==> config.mk <==
export PLATFORM = sky130hd
export DESIGN_NAME = bat_amateur_mem_dumper_flat
export DESIGN_NICKNAME = d
export VERILOG_FILES = /design/src/rtl/bat_amateur_mem_dumper_if.sv /design/src/rtl/bat_amateur_mem_dumper.sv /design/src/flat_wrapper.sv
export SDC_FILE = /design/constraint.sdc
export NUM_CORES = 1
export LEC_CHECK = 0
export BUFFER_PORTS_ARGS = -buffer_cell sky130_fd_sc_hd__buf_2
export CORE_MARGIN = 2
export CORE_UTILIZATION = 40
export CTS_CLUSTER_DIAMETER = 200
export DETAILED_ROUTE_END_ITERATION = 6
export GPL_ROUTABILITY_DRIVEN = 0
export PLACE_DENSITY_LB_ADDON = 0.2
export SLEW_MARGIN = 15
export SYNTH_ARGS = -nofsm -noshare
export SYNTH_HDL_FRONTEND = slang
export SYNTH_SLANG_ARGS = --single-unit
export TNS_END_PERCENT = 20
==> constraint.sdc <==
create_clock -name CLK -period 2.7 [get_ports CLK]
set_input_delay 0.54 -clock CLK [delete_from_list [all_inputs] [get_ports CLK]]
set_output_delay 0.54 -clock CLK [all_outputs]
set_load 0.01 [all_outputs]
==> src/rtl/bat_amateur_mem_dumper_if.sv <==
// BatAmateur external RAM read port plus the valid/ready word stream produced by the dumper.
// The dumper drives the master side; the RAM and the consumer sit on the slave side.
interface bat_amateur_mem_dumper_if #(
  parameter int ADDRESS_WIDTH = 16
);
  logic                     EXT_RAM_EN;
  logic                     EXT_RAM_RW;
  logic [ADDRESS_WIDTH-1:0] ADDRESS;
  logic [15:0]              DATA;
  logic [15:0]              OUT_DATA;
  logic [ADDRESS_WIDTH-1:0] OUT_ADDR;
  logic                     OUT_VALID;
  logic                     OUT_READY;

  modport master (
    output EXT_RAM_EN, EXT_RAM_RW, ADDRESS, OUT_DATA, OUT_ADDR, OUT_VALID,
    input  DATA, OUT_READY
  );

  modport slave (
    input  EXT_RAM_EN, EXT_RAM_RW, ADDRESS, OUT_DATA, OUT_ADDR, OUT_VALID,
    output DATA, OUT_READY
  );
endinterface

==> src/rtl/bat_amateur_mem_dumper.sv <==
// Reads a range of BatAmateur external RAM while the CPU is halted and streams
// each word, tagged with its address, over a single-entry valid/ready output.
module bat_amateur_mem_dumper #(
  parameter int ADDRESS_WIDTH = 16,
  parameter int RD_LATENCY    = 1
) (
  input  logic                     CLK,
  input  logic                     RST,
  input  logic                     HALT,
  input  logic                     START,
  input  logic [ADDRESS_WIDTH-1:0] BASE_ADDR,
  input  logic [ADDRESS_WIDTH-1:0] WORD_COUNT,
  bat_amateur_mem_dumper_if.master bus,
  output logic                     BUSY,
  output logic                     DONE,
  output logic                     ERROR
);

  typedef enum logic [2:0] {
    ST_IDLE      = 3'd0,
    ST_WAIT_HALT = 3'd1,
    ST_ISSUE     = 3'd2,
    ST_WAIT_DATA = 3'd3,
    ST_PRESENT   = 3'd4,
    ST_FINISH    = 3'd5
  } state_t;

  localparam logic [ADDRESS_WIDTH-1:0] ADDR_ZERO = {ADDRESS_WIDTH{1'b0}};
  localparam logic [ADDRESS_WIDTH-1:0] ADDR_ONE  = {{(ADDRESS_WIDTH-1){1'b0}}, 1'b1};
  localparam logic [2:0]               LAT_LAST  = 3'(RD_LATENCY);

  state_t                   state_r;
  logic [ADDRESS_WIDTH-1:0] cur_addr_r;
  logic [ADDRESS_WIDTH-1:0] remaining_r;
  logic [2:0]               lat_cnt_r;
  logic                     ext_ram_en_r;
  logic [ADDRESS_WIDTH-1:0] address_r;
  logic [15:0]              out_data_r;
  logic [ADDRESS_WIDTH-1:0] out_addr_r;
  logic                     out_valid_r;
  logic                     busy_r;
  logic                     done_r;
  logic                     error_r;

  assign bus.EXT_RAM_EN = ext_ram_en_r;
  assign bus.EXT_RAM_RW = 1'b0;
  assign bus.ADDRESS    = address_r;
  assign bus.OUT_DATA   = out_data_r;
  assign bus.OUT_ADDR   = out_addr_r;
  assign bus.OUT_VALID  = out_valid_r;
  assign BUSY           = busy_r;
  assign DONE           = done_r;
  assign ERROR          = error_r;

  // Dump sequencer; DONE/ERROR/EXT_RAM_EN are set on the edge entering the state that shows them.
  always_ff @(posedge CLK) begin
    if (RST) begin
      state_r      <= ST_IDLE;
      cur_addr_r   <= ADDR_ZERO;
      remaining_r  <= ADDR_ZERO;
      lat_cnt_r    <= 3'd0;
      ext_ram_en_r <= 1'b0;
      address_r    <= ADDR_ZERO;
      out_data_r   <= 16'h0000;
      out_addr_r   <= ADDR_ZERO;
      out_valid_r  <= 1'b0;
      busy_r       <= 1'b0;
      done_r       <= 1'b0;
      error_r      <= 1'b0;
    end else begin
      done_r  <= 1'b0;
      error_r <= 1'b0;
      case (state_r)
        ST_IDLE: begin
          if (START) begin
            cur_addr_r  <= BASE_ADDR;
            remaining_r <= WORD_COUNT;
            busy_r      <= 1'b1;
            if (WORD_COUNT == ADDR_ZERO) begin
              state_r <= ST_FINISH;
              done_r  <= 1'b1;
            end else begin
              state_r <= ST_WAIT_HALT;
            end
          end
        end
        ST_WAIT_HALT: begin
          if (HALT) begin
            state_r      <= ST_ISSUE;
            ext_ram_en_r <= 1'b1;
            address_r    <= cur_addr_r;
          end
        end
        ST_ISSUE: begin
          if (!HALT) begin
            state_r      <= ST_FINISH;
            ext_ram_en_r <= 1'b0;
            done_r       <= 1'b1;
            error_r      <= 1'b1;
          end else begin
            state_r   <= ST_WAIT_DATA;
            lat_cnt_r <= 3'd1;
          end
        end
        ST_WAIT_DATA: begin
          // Losing HALT mid-read aborts; the in-flight word is dropped, never presented.
          if (!HALT) begin
            state_r      <= ST_FINISH;
            ext_ram_en_r <= 1'b0;
            done_r       <= 1'b1;
            error_r      <= 1'b1;
          end else if (lat_cnt_r == LAT_LAST) begin
            out_data_r   <= bus.DATA;
            out_addr_r   <= cur_addr_r;
            out_valid_r  <= 1'b1;
            ext_ram_en_r <= 1'b0;
            state_r      <= ST_PRESENT;
          end else begin
            lat_cnt_r <= lat_cnt_r + 3'd1;
          end
        end
        ST_PRESENT: begin
          if (bus.OUT_READY) begin
            out_valid_r <= 1'b0;
            remaining_r <= remaining_r - ADDR_ONE;
            cur_addr_r  <= cur_addr_r + ADDR_ONE;
            if (remaining_r == ADDR_ONE) begin
              state_r <= ST_FINISH;
              done_r  <= 1'b1;
            end else if (HALT) begin
              state_r      <= ST_ISSUE;
              ext_ram_en_r <= 1'b1;
              address_r    <= cur_addr_r + ADDR_ONE;
            end else begin
              state_r <= ST_WAIT_HALT;
            end
          end
        end
        ST_FINISH: begin
          state_r <= ST_IDLE;
          busy_r  <= 1'b0;
        end
        default: begin
          state_r      <= ST_IDLE;
          ext_ram_en_r <= 1'b0;
          out_valid_r  <= 1'b0;
          busy_r       <= 1'b0;
        end
      endcase
    end
  end

endmodule

==> src/flat_wrapper.sv <==
// flat-port wrapper written by rule: the top's interface ports become plain ports
module bat_amateur_mem_dumper_flat 
#(
  parameter int ADDRESS_WIDTH = 16,
  parameter int RD_LATENCY    = 1
)
  (CLK, RST, HALT, START, BASE_ADDR, WORD_COUNT, BUSY, DONE, ERROR, bus_EXT_RAM_EN, bus_EXT_RAM_RW, bus_ADDRESS, bus_OUT_DATA, bus_OUT_ADDR, bus_OUT_VALID, bus_DATA, bus_OUT_READY);
  bat_amateur_mem_dumper_if #(.ADDRESS_WIDTH(ADDRESS_WIDTH)) bus_i ();
  input  logic CLK;
  input  logic RST;
  input  logic HALT;
  input  logic START;
  input  logic [ADDRESS_WIDTH-1:0] BASE_ADDR;
  input  logic [ADDRESS_WIDTH-1:0] WORD_COUNT;
  output logic BUSY;
  output logic DONE;
  output logic ERROR;
  output wire logic [$bits(bus_i.EXT_RAM_EN)-1:0] bus_EXT_RAM_EN;
  output wire logic [$bits(bus_i.EXT_RAM_RW)-1:0] bus_EXT_RAM_RW;
  output wire logic [$bits(bus_i.ADDRESS)-1:0] bus_ADDRESS;
  output wire logic [$bits(bus_i.OUT_DATA)-1:0] bus_OUT_DATA;
  output wire logic [$bits(bus_i.OUT_ADDR)-1:0] bus_OUT_ADDR;
  output wire logic [$bits(bus_i.OUT_VALID)-1:0] bus_OUT_VALID;
  input wire logic [$bits(bus_i.DATA)-1:0] bus_DATA;
  input wire logic [$bits(bus_i.OUT_READY)-1:0] bus_OUT_READY;
  assign bus_EXT_RAM_EN = bus_i.EXT_RAM_EN;
  assign bus_EXT_RAM_RW = bus_i.EXT_RAM_RW;
  assign bus_ADDRESS = bus_i.ADDRESS;
  assign bus_OUT_DATA = bus_i.OUT_DATA;
  assign bus_OUT_ADDR = bus_i.OUT_ADDR;
  assign bus_OUT_VALID = bus_i.OUT_VALID;
  assign bus_i.DATA = bus_DATA;
  assign bus_i.OUT_READY = bus_OUT_READY;
  bat_amateur_mem_dumper #(.ADDRESS_WIDTH(ADDRESS_WIDTH), .RD_LATENCY(RD_LATENCY)) u_core (.CLK(CLK), .RST(RST), .HALT(HALT), .START(START), .BASE_ADDR(BASE_ADDR), .WORD_COUNT(WORD_COUNT), .bus(bus_i), .BUSY(BUSY), .DONE(DONE), .ERROR(ERROR));
endmodule
* Word level (Yosys, flattened, before mapping)
Index checks and enable logic that the tools add are counted.
** Word-level totals
- Logic and storage cells :: 99
- Input port bits :: 53
- Flip-flop bits (word level) :: 91
** Operators by class
- Mux-type cells :: 44
- Equal/unequal tests :: 18
- Bitwise logic cells :: 4
- Add/subtract/negate cells :: 3
- Reduce and logical (&&, ||, !) cells :: 18
** Operators with widths (number)
- 16-bit two-way mux :: 8
- 16-bit case mux with 2 select lines :: 3
- 3-bit two-way mux :: 11
- 2-bit != test (second input constant) :: 9
- 16-bit by 1-bit adder with 16-bit output (second input constant) :: 1
- 16-bit by 1-bit equality test with 1-bit output (second input constant) :: 1
- 16-bit zero test :: 1
- 16-bit by 1-bit subtractor with 16-bit output (second input constant) :: 1
- 1-bit two-way mux :: 15
- 3-bit case mux with 5 select lines :: 1
- 4-bit AND reduction :: 3
- 5-bit AND reduction :: 2
- 4-bit OR reduction :: 2
- 3-bit by 1-bit equality test with 1-bit output (second input constant) :: 2
- 3-bit by 2-bit equality test with 1-bit output (second input constant) :: 2
- 3-bit equality test (second input constant) :: 2
- 1-bit case mux with 3 select lines :: 2
- 3-bit case mux with 2 select lines :: 1
- 3-bit AND reduction :: 2
- 2-bit nonzero test :: 3
- 2-bit OR reduction :: 3
- 1-bit case mux with 5 select lines :: 1
- 1-bit inverter :: 4
- 3-bit by 1-bit adder with 3-bit output (second input constant) :: 1
- 6 further kinds :: 6

* Longest topological paths before layout
Gate-level depths: netlist of run 1.
- Depth in word-level cells :: 5
- Gate-level depth with buffers :: 8

* Least setup slack after synthesis of run 1
No wires, ideal clock.
- Path kind :: input port to flip-flop
- Start :: input port HALT
- End :: register u_core.address_r[14] (netlist: u_core.bus.ADDRESS[14])
- Data required time :: 2609 ps
- Path buffers :: 2
- Slack :: 708 ps
- Arrival :: 1901 ps
- Stages on the path :: 6
- Path through :: clkbuf_1 > inv_1 > nor3_1 > buf_2 > a211oi_1 > a311oi_1
** On the way
- Cells in the longest elaborated chain, start to end :: 2
- Elaborated cells on any way between the ends :: 3
- Classes of those cells :: 2 x eq/ne; 1 x reduce/logical
** RTL lines
- start, declared :: RTL line flat_wrapper.sv:11 : input logic HALT;
- 2-bit != test (no source line)
- 5-bit AND reduction (no source line) *
- end signal, assigned :: RTL line bat_amateur_mem_dumper.sv:91 : address_r <= cur_addr_r;
- end signal, assigned :: RTL line bat_amateur_mem_dumper.sv:133 : address_r <= cur_addr_r + ADDR_ONE;
- end, declared :: RTL line bat_amateur_mem_dumper.sv:37 : logic [ADDRESS_WIDTH-1:0] address_r;
Every way passes the cells marked *; elsewhere a longest branch is shown, timed or not.
A chain may end at the register's enable or synchronous reset.

* Worst setup path in the final report of run 1
- Start :: register u_core.remaining_r[9]
- End :: register u_core.address_r[12] (netlist: u_core.bus.ADDRESS[12])
** On the way
- Cells in the longest elaborated chain, start to end :: 3
** RTL lines
- start, declared :: RTL line bat_amateur_mem_dumper.sv:34 : logic [ADDRESS_WIDTH-1:0] remaining_r;
- start signal, assigned :: RTL line bat_amateur_mem_dumper.sv:125 : remaining_r <= remaining_r - ADDR_ONE;
- 16-bit by 1-bit equality test with 1-bit output :: RTL line bat_amateur_mem_dumper.sv:127 : if (remaining_r == ADDR_ONE) begin
- 2-bit != test (no source line)
- 5-bit AND reduction (no source line)
No other way between the ends.

==> metrics.txt, run 1 <==
# TYPE chip_impl_metric gauge
chip_impl_info{name="outcome",value="completed"} 1
chip_impl_metric{name="r2r_slack",unit="ps"} 460
chip_impl_metric{name="num_vias",unit=""} 5078
chip_impl_metric{name="globalRoute.totalOverflow",unit=""} 0
chip_impl_info{name="synth-main-ff-cell",value="dfxtp_1"} 1
chip_impl_info{name="crit_path_top_delay_cell",value="nor4_1"} 1
chip_impl_metric{name="first_global_vias",unit=""} 4856
chip_impl_metric{name="mappedNetlistArea",unit="um^2"} 4820
chip_impl_metric{name="synth.distinct_cells",unit=""} 62
chip_impl_metric{name="drt_iter0_markers",unit=""} 342
chip_impl_metric{name="final.fill_count",unit=""} 1184
chip_impl_metric{name="syn-instance-count",unit=""} 628
chip_impl_metric{name="totalNegativeSetupSlack",unit="ps"} 0
chip_impl_metric{name="postLayoutCoreUtil",unit="%"} 48.64
chip_impl_metric{name="drc",unit=""} 0
chip_impl_metric{name="critical_path_arrival",unit="ps"} 2490
chip_impl_metric{name="synth-edff-count",unit=""} 0
chip_impl_metric{name="max_cap_viol_count",unit=""} 0
chip_impl_metric{name="clkSinkCount",unit=""} 91
chip_impl_metric{name="drive_gt1_share",unit="%"} 21.29
chip_impl_info{name="min_delay_startpoint",value="bus_DATA[11]"} 1
chip_impl_metric{name="numCtsBuffers",unit=""} 9
chip_impl_metric{name="die_width",unit="um"} 113.8
chip_impl_metric{name="via_per_inst",unit=""} 5.898
chip_impl_metric{name="io_pins",unit=""} 107
chip_impl_info{name="hold_class",value="input port to flip-flop"} 1
chip_impl_metric{name="hold_viol",unit=""} 0
chip_impl_metric{name="cts_setup_buffers",unit=""} 0
chip_impl_metric{name="slew_headroom",unit="%"} 30.63
chip_impl_metric{name="clockBufferDepth",unit=""} 2
chip_impl_metric{name="globalRouteTotalUtil",unit="%"} 22.93
chip_impl_metric{name="insertion_delay",unit="ps"} 340
chip_impl_metric{name="total_power",unit="mW"} 3.280
chip_impl_metric{name="postCtsHoldBufs",unit=""} 0
chip_impl_metric{name="seq_area_frac_synth",unit="%"} 37.80
chip_impl_metric{name="placement_rows",unit=""} 40
chip_impl_metric{name="total_leakage_power",unit="nW"} 2.263
chip_impl_metric{name="htree_levels",unit=""} 3
chip_impl_metric{name="port_buffers",unit=""} 105
chip_impl_metric{name="first_pass_grt_wire_length",unit="um"} 23890
chip_impl_metric{name="grt_max_degree",unit=""} 46
chip_impl_metric{name="placed_cells",unit=""} 845
chip_impl_metric{name="die-area",unit="um^2"} 12940
chip_impl_metric{name="max_clock_freq",unit="MHz"} 446.4
chip_impl_metric{name="ys_async_sr_fraction",unit="%"} 0
chip_impl_metric{name="whs_path_depth",unit=""} 3
chip_impl_metric{name="yosysWarnings",unit=""} 0
chip_impl_info{name="critPathCaptureType",value="flip-flop"} 1
chip_impl_info{name="path_cells",value="nor4_1 -> nand4_1 -> a21o_1 -> a221oi_1"} 1
chip_impl_metric{name="ant_nets",unit=""} 0
chip_impl_metric{name="grt_antenna_before_repair",unit=""} 0
chip_impl_metric{name="effective_utilization_at_floorplan",unit="%"} 40.63
chip_impl_metric{name="post-route-period-util",unit="%"} 82.97
chip_impl_metric{name="power-per-cell-area",unit="nW/um^2"} 568.6
chip_impl_metric{name="final_cells",unit=""} 861
chip_impl_metric{name="routed_wirelength",unit="um"} 14750
chip_impl_info{name="cp_top_family",value="simple AND/OR/NAND/NOR gates"} 1
chip_impl_metric{name="detailedPlacementHpwl",unit="um"} 10450
chip_impl_metric{name="critical_path_buf_inv_count",unit=""} 0
chip_impl_metric{name="number_of_pins_with_negative_max_slew_slack_in_the_final_report",unit=""} 0
chip_impl_metric{name="path_clk_slew",unit="ps"} 70
chip_impl_info{name="layout_commonest_cell",value="buf_2"} 1
chip_impl_metric{name="cpPeakStageDelay",unit="ps"} 560
chip_impl_metric{name="core",unit="um^2"} 11860
chip_impl_info{name="critical_path.startpoint_type",value="flip-flop"} 1
chip_impl_metric{name="r2r.worst_path.cells",unit=""} 4
chip_impl_info{name="regToRegEndpoint",value="u_core.bus.ADDRESS[12]$_SDFFE_PP0P_"} 1
chip_impl_metric{name="vdd.ir_drop.worst",unit="mV"} 0.2697
chip_impl_metric{name="post_cts_resized",unit=""} 0
chip_impl_metric{name="period_minus_slack",unit="ps"} 2240
chip_impl_metric{name="worstMarginPinSlew",unit="ps"} 1040
chip_impl_metric{name="timing.clock.skew",unit="ps"} 5.363
chip_impl_info{name="crit-reg2reg-launch",value="u_core.remaining_r[9]$_SDFFE_PP0P_"} 1
chip_impl_metric{name="layout.nets",unit=""} 767
chip_impl_info{name="tritoncts",value="built"} 1
chip_impl_metric{name="die_height",unit="um"} 113.8
chip_impl_info{name="holdPathEnd",value="u_core.bus.OUT_DATA[11]$_SDFFE_PP0P_"} 1
chip_impl_info{name="rsz0062_at_grt",value="false"} 1
chip_impl_metric{name="area.growth.synth_to_final",unit="%"} 19.70
chip_impl_metric{name="postSynthRegisterBits",unit=""} 91
chip_impl_metric{name="setup-violations-final",unit=""} 0
chip_impl_info{name="cts-root-buf",value="clkbuf_16"} 1
chip_impl_metric{name="avgSynthCellArea",unit="um^2"} 7.675
chip_impl_metric{name="critical_path_peak_fanout",unit=""} 14
chip_impl_metric{name="firstDrtPassIters",unit=""} 4
chip_impl_metric{name="syn-num-nets",unit=""} 686
chip_impl_metric{name="route.detailed.wl_per_inst",unit="um"} 17.13
chip_impl_metric{name="antenna-diode-count",unit=""} 0
chip_impl_info{name="most-common-layout-cells",value="buf_2, nand2_1, dfxtp_1"} 1
chip_impl_info{name="timing_worst_setup_path_type",value="flip-flop to flip-flop"} 1
chip_impl_metric{name="cp_data_required_time",unit="ps"} 2950
-- registers in the layout, indices dropped and copies added, names as in the netlist --
| name | flops |
|---|---|
| u_core.bus.OUT_ADDR | 16 |
| u_core.ERROR | 1 |
| u_core.DONE | 1 |
| u_core.lat_cnt_r | 3 |
| u_core.remaining_r | 16 |
| u_core.cur_addr_r | 16 |
| u_core.bus.EXT_RAM_EN | 1 |
| u_core.bus.OUT_VALID | 1 |
| u_core.bus.OUT_DATA | 16 |
| u_core.state_r | 3 |
| u_core.BUSY | 1 |
| u_core.bus.ADDRESS | 16 |
-- cell usage after synthesis (9+ instances only) --
cell type / n / share of area (%)
a211oi_1: 19 / 3.0
a21oi_1: 73 / 7.6
a221oi_1: 9 / 1.6
a311oi_1: 9 / 1.6
clkbuf_1: 47 / 3.7
dfxtp_1: 91 / 38
inv_1: 20 / 1.6
nand2_1: 93 / 7.2
nand3_1: 16 / 1.7
nand4_1: 14 / 1.8
nor2_1: 35 / 2.7
nor3_1: 18 / 1.9
nor4_1: 16 / 2.1
o21ai_0: 31 / 3.2
xnor2_1: 9 / 1.6
-- cell families (layout without fill, tap and decap cells) --
family,after synthesis,in the layout,synth area share [%]
fa+ha+maj,5,5,1.298
buf+inv,77,163,6.490
xor+xnor,9,9,1.636
mux,8,8,1.687
other cells,1,1,0.07781
compound gates,191,191,25.44
flops,91,91,37.80
simple gates,246,246,25.57
-- final cells by class --
class                      instances  area [um^2]  share of cell area (%)
clock inverter                     7        77.57                   1.345
clock buffer                       9        225.2                   3.904
sequential                        91         1822                   31.58
tap                              147        183.9                   3.188
multi-input combinational        460         2695                   46.71
inverter                          20        75.07                   1.301
timing repair buffer             127        690.7                   11.97
-- per-stage QoR --
step / worst slack [ps] / hold WS (ps) / instance area, um^2
4_1_cts: 477.2 / 423.0 / 5769
5_1_grt: 275.0 / 424.3 / 5769
6_report: 459.8 / 429.4 / 5769
2_1_floorplan: 708.4 / 470.1 / 4820
3_3_place_gp: 557.1 / 439.1 / 5466
3_5_place_dp: 482.4 / 444.7 / 5466
-- worst register-to-register path, stage by stage (launching register included) --
cell	delay, ps
dfxtp_1	350
nor4_1	560
nand4_1	440
a21o_1	470
a221oi_1	330
-- report_power, final --
group	internal, mW	total [mW]	switching, mW
sequential	1.41	1.50	0.0917
combinational	0.201	0.486	0.285
clock	0.725	1.30	0.573
-- worst max path at each step --
stage | endpoint | cells after the start | slack [ps] | startpoint
finish | u_core.bus.ADDRESS[12]$_SDFFE_PP0P_ | 4 | 460 | u_core.remaining_r[9]$_SDFFE_PP0P_
global route | u_core.bus.ADDRESS[12]$_SDFFE_PP0P_ | 4 | 270 | u_core.remaining_r[9]$_SDFFE_PP0P_
global placement | u_core.bus.OUT_ADDR[5]$_SDFFE_PP0P_ | 4 | 560 | u_core.state_r[0]$_SDFFE_PP0P_
floorplan | u_core.bus.ADDRESS[14]$_SDFFE_PP0P_ | 6 | 710 | HALT
detailed placement | u_core.bus.ADDRESS[12]$_SDFFE_PP0P_ | 5 | 480 | u_core.remaining_r[0]$_SDFFE_PP0P_
CTS | u_core.bus.ADDRESS[12]$_SDFFE_PP0P_ | 5 | 480 | u_core.remaining_r[0]$_SDFFE_PP0P_
-- per-layer routing --
| layer | global-route usage (%) | routed length (um) |
|---|---|---|
| met1 | 30.61 | 6713 |
| met2 | 37.92 | 6976 |
| met3 | 3.666 | 877 |
| met4 | 7.805 | 178 |
| met5 | 0 | 0 |
Note: power is estimated with default switching activity, not from simulation.
==> run 2, diff against run 1 <==
ABC_AREA = 1   (was unset)
clock period = 2 ns   (was 2.7 ns; I/O delays follow)
==> run 2 against run 1 <==
  * Non-clock buffer count shrank 9
  * Worst setup slack lost 200 ps
  * Sequential power grew 49%
  * Count of clock-buffer cells in the layout grew 3
  * Via count shrank 3.4%
  * Routed wire length shrank 13%
  * Area after synthesis shrank 0.42%
  * Sequential share of layout area grew 0.28 points
  * Register-to-register slack lost 200 ps
  * Worst hold slack lost 130 ps
  * Total power grew 66%
  * Critical endpoint is now u_core.bus.ADDRESS[8]$_SDFFE_PP0P_
  * Largest power group unchanged
  * Highest routed layer unchanged
==> metrics.txt, run 2 <==
# TYPE chip_impl_metric gauge
chip_impl_metric{name="first_global_vias",unit=""} 4605
chip_impl_metric{name="globalRouteTotalUtil",unit="%"} 20.50
chip_impl_metric{name="whs_path_depth",unit=""} 3
chip_impl_metric{name="cp_data_required_time",unit="ps"} 2240
chip_impl_metric{name="htree_levels",unit=""} 3
chip_impl_metric{name="synth.distinct_cells",unit=""} 35
chip_impl_info{name="synth-main-ff-cell",value="dfxtp_1"} 1
chip_impl_metric{name="numCtsBuffers",unit=""} 9
chip_impl_metric{name="synth-edff-count",unit=""} 0
chip_impl_metric{name="port_buffers",unit=""} 105
chip_impl_metric{name="placement_rows",unit=""} 40
chip_impl_metric{name="total_leakage_power",unit="nW"} 2.810
chip_impl_metric{name="syn-instance-count",unit=""} 743
chip_impl_metric{name="firstDrtPassIters",unit=""} 4
chip_impl_metric{name="setup-violations-final",unit=""} 0
chip_impl_metric{name="die_width",unit="um"} 113.5
chip_impl_metric{name="period_minus_slack",unit="ps"} 1740
chip_impl_info{name="yosys.cell_count.top_type",value="nand2_1"} 1
chip_impl_metric{name="seq_area_frac_synth",unit="%"} 37.96
chip_impl_metric{name="timing.clock.skew",unit="ps"} 10.78
chip_impl_metric{name="io_pins",unit=""} 107
chip_impl_metric{name="totalNegativeSetupSlack",unit="ps"} 0
chip_impl_metric{name="route.detailed.wl_per_inst",unit="um"} 13.05
chip_impl_info{name="outcome",value="completed"} 1
chip_impl_metric{name="grt_max_degree",unit=""} 73
chip_impl_metric{name="synth.top_cell.area_share",unit="%"} 37.96
chip_impl_metric{name="critical_path_peak_fanout",unit=""} 5
chip_impl_metric{name="cpPeakStageDelay",unit="ps"} 430
chip_impl_metric{name="die-area",unit="um^2"} 12890
chip_impl_info{name="timing_worst_setup_path_type",value="flip-flop to flip-flop"} 1
chip_impl_metric{name="path_clk_slew",unit="ps"} 60
chip_impl_metric{name="hold_viol",unit=""} 0
chip_impl_info{name="hold_class",value="input port to flip-flop"} 1
chip_impl_metric{name="postSynthRegisterBits",unit=""} 91
chip_impl_metric{name="worstMarginPinSlew",unit="ps"} 667.7
chip_impl_info{name="cts-root-buf",value="clkbuf_16"} 1
chip_impl_metric{name="antenna-diode-count",unit=""} 0
chip_impl_metric{name="drc",unit=""} 0
chip_impl_info{name="most-common-layout-cells",value="nand2_1, nor2_1, buf_2"} 1
chip_impl_info{name="crit_path_top_delay_cell",value="dfxtp_1"} 1
chip_impl_metric{name="max_cap_viol_count",unit=""} 0
chip_impl_metric{name="clockBufferDepth",unit=""} 2
chip_impl_metric{name="detailedPlacementHpwl",unit="um"} 9433
chip_impl_metric{name="yosysWarnings",unit=""} 0
chip_impl_metric{name="slew_headroom",unit="%"} 55.49
chip_impl_metric{name="max_clock_freq",unit="MHz"} 574.8
chip_impl_metric{name="post-route-period-util",unit="%"} 86.99
chip_impl_metric{name="routed_wirelength",unit="um"} 12890
chip_impl_metric{name="core",unit="um^2"} 11860
chip_impl_metric{name="insertion_delay",unit="ps"} 350
chip_impl_metric{name="via_per_inst",unit=""} 4.967
chip_impl_metric{name="grt_antenna_before_repair",unit=""} 0
chip_impl_info{name="critical_path.startpoint_type",value="flip-flop"} 1
chip_impl_metric{name="placement.cell_area",unit="um^2"} 5424
chip_impl_info{name="synth_commonest_cells",value="nand2_1, nor2_1, dfxtp_1, o21ai_0, inv_1"} 1
chip_impl_metric{name="ant_nets",unit=""} 0
chip_impl_metric{name="effective_utilization_at_floorplan",unit="%"} 40.46
chip_impl_metric{name="layout.cell_area.non_filler",unit="um^2"} 5723
chip_impl_metric{name="num_vias",unit=""} 4907
chip_impl_metric{name="syn-num-nets",unit=""} 801
chip_impl_metric{name="postCtsHoldBufs",unit=""} 0
chip_impl_info{name="layout_commonest_cell",value="nand2_1"} 1
chip_impl_info{name="dominant_cell_type_by_area_after_synthesis",value="dfxtp_1"} 1
chip_impl_metric{name="die_height",unit="um"} 113.5
chip_impl_info{name="tritoncts",value="built"} 1
chip_impl_metric{name="drive_gt1_share",unit="%"} 18.19
chip_impl_metric{name="area.growth.synth_to_final",unit="%"} 19.24
chip_impl_metric{name="avgSynthCellArea",unit="um^2"} 6.460
chip_impl_metric{name="first_pass_grt_wire_length",unit="um"} 21190
chip_impl_info{name="rsz0062_at_grt",value="false"} 1
chip_impl_info{name="path_cells",value="ha_1 -> nand3_1 -> nor2_1 -> nand3_1 -> nand3_1 -> o21ai_0 -> nor2_1 -> nor2_1"} 1
chip_impl_metric{name="number_of_pins_with_negative_max_slew_slack_in_the_final_report",unit=""} 0
chip_impl_metric{name="drt_iter0_markers",unit=""} 237
chip_impl_metric{name="critical_path_arrival",unit="ps"} 1980
chip_impl_metric{name="r2r.worst_path.cells",unit=""} 8
chip_impl_metric{name="power-per-cell-area",unit="nW/um^2"} 949.4
chip_impl_metric{name="globalRoute.totalOverflow",unit=""} 0
chip_impl_info{name="synth.area.top_cells",value="dfxtp_1, nand2_1, nor2_1"} 1
chip_impl_metric{name="layout.nets",unit=""} 894
chip_impl_metric{name="mappedNetlistArea",unit="um^2"} 4800
chip_impl_metric{name="ys_async_sr_fraction",unit="%"} 0
chip_impl_metric{name="vdd.ir_drop.worst",unit="mV"} 0.4077
chip_impl_metric{name="clkSinkCount",unit=""} 91
chip_impl_info{name="critPathCaptureType",value="flip-flop"} 1
[run 2: changes by cell type after synthesis, sizes merged, moves of 10 or more]
cell | previous run | this run
nand2 | 93 | 176
nor4 | 16 | 0
nand3 | 16 | 55
a211oi | 19 | 0
o21ai | 31 | 76
a31oi | 3 | 14
clkbuf | 47 | 16
buf | 10 | 20
nor2 | 35 | 137
inv | 20 | 72
a21oi | 73 | 44
nor3 | 18 | 3
[run 2: cell type report]
type                            instances  area (um^2)
Sequential cell                        91         1823
Multi-Input combinational cell        543         2524
Inverter                               73        274.0
Clock inverter                          4        48.80
Timing Repair Buffer                  118        623.1
Fill cell                            1234         6138
Clock buffer                           12        246.5
Tap cell                              147        183.9
[run 2: where the power goes]
part | internal, mW | leakage (nW) | switching, mW
clock network | 1.00 | 0.147 | 0.716
registers | 2.01 | 0.743 | 0.211
logic | 0.535 | 1.92 | 0.953
total | 3.55 | 2.81 | 1.88
[run 2: metal layers]
layer	global-route usage, %	up-vias	share of wire (%)
met5	0	-	0
met4	6.016	0	1.0
met3	5.526	9	6.2
met2	35.17	131	48
met1	25.30	2185	45
li1	-	2582	-
[run 2: final timing paths]
check | from | end | slack [ps]
worst min register to register | u_core.bus.EXT_RAM_EN$_SDFFE_PP0P_ | u_core.bus.EXT_RAM_EN$_SDFFE_PP0P_ | 450
worst max register to register | u_core.cur_addr_r[1]$_SDFFE_PP0P_ | u_core.bus.ADDRESS[8]$_SDFFE_PP0P_ | 260
worst min-delay path | bus_DATA[5] | u_core.bus.OUT_DATA[5]$_SDFFE_PP0P_ | 300
worst max-delay path | u_core.cur_addr_r[1]$_SDFFE_PP0P_ | u_core.bus.ADDRESS[8]$_SDFFE_PP0P_ | 260
[run 2: per-stage QoR]
stage | instances | hold WS, ps | power (mW) | setup slack [ps] | utilization (%)
2_1_floorplan | 743 | 451.1 | 3.349 | 491.3 | -
3_3_place_gp | 972 | 440.8 | 3.721 | 235.4 | 45.73
3_5_place_dp | 972 | 441.0 | 3.744 | 235.3 | 45.73
4_1_cts | 988 | 294.7 | 5.486 | 207.8 | 48.22
5_1_grt | 988 | 301.9 | 5.803 | 61.20 | 48.25
6_report | 988 | 302.0 | 5.433 | 260.2 | 48.25
[run 2: critical path: cells and delay by family, from the launching register on]
kind | cells | cell delay (ps)
AND/OR/NAND/NOR | 6 | 850
flip-flops | 1 | 430
adder cells (fa/ha/maj) | 1 | 230
AO/OA/AOI/OAI | 1 | 120
[run 2: what timing repair did]
| item | in CTS | in global routing |
|---|---|---|
| setup endpoints to repair | 0 | 4 |
| buffers inserted | 0 | 0 |
| resized for setup | 0 | 2 |
[run 2: kinds of logic (layout without fill, tap and decap cells)]
family | count (synthesis) | in the layout | synth area share (%)
and+or+nand+nor | 392 | 392 | 34.70
AOI/OAI and AO/OA | 140 | 140 | 15.54
buffers and inverters | 109 | 207 | 9.515
DFF | 91 | 91 | 37.96
adders and majority gates | 5 | 5 | 1.303
xor gates and xnor gates | 5 | 5 | 0.9124
other | 1 | 1 | 0.07813
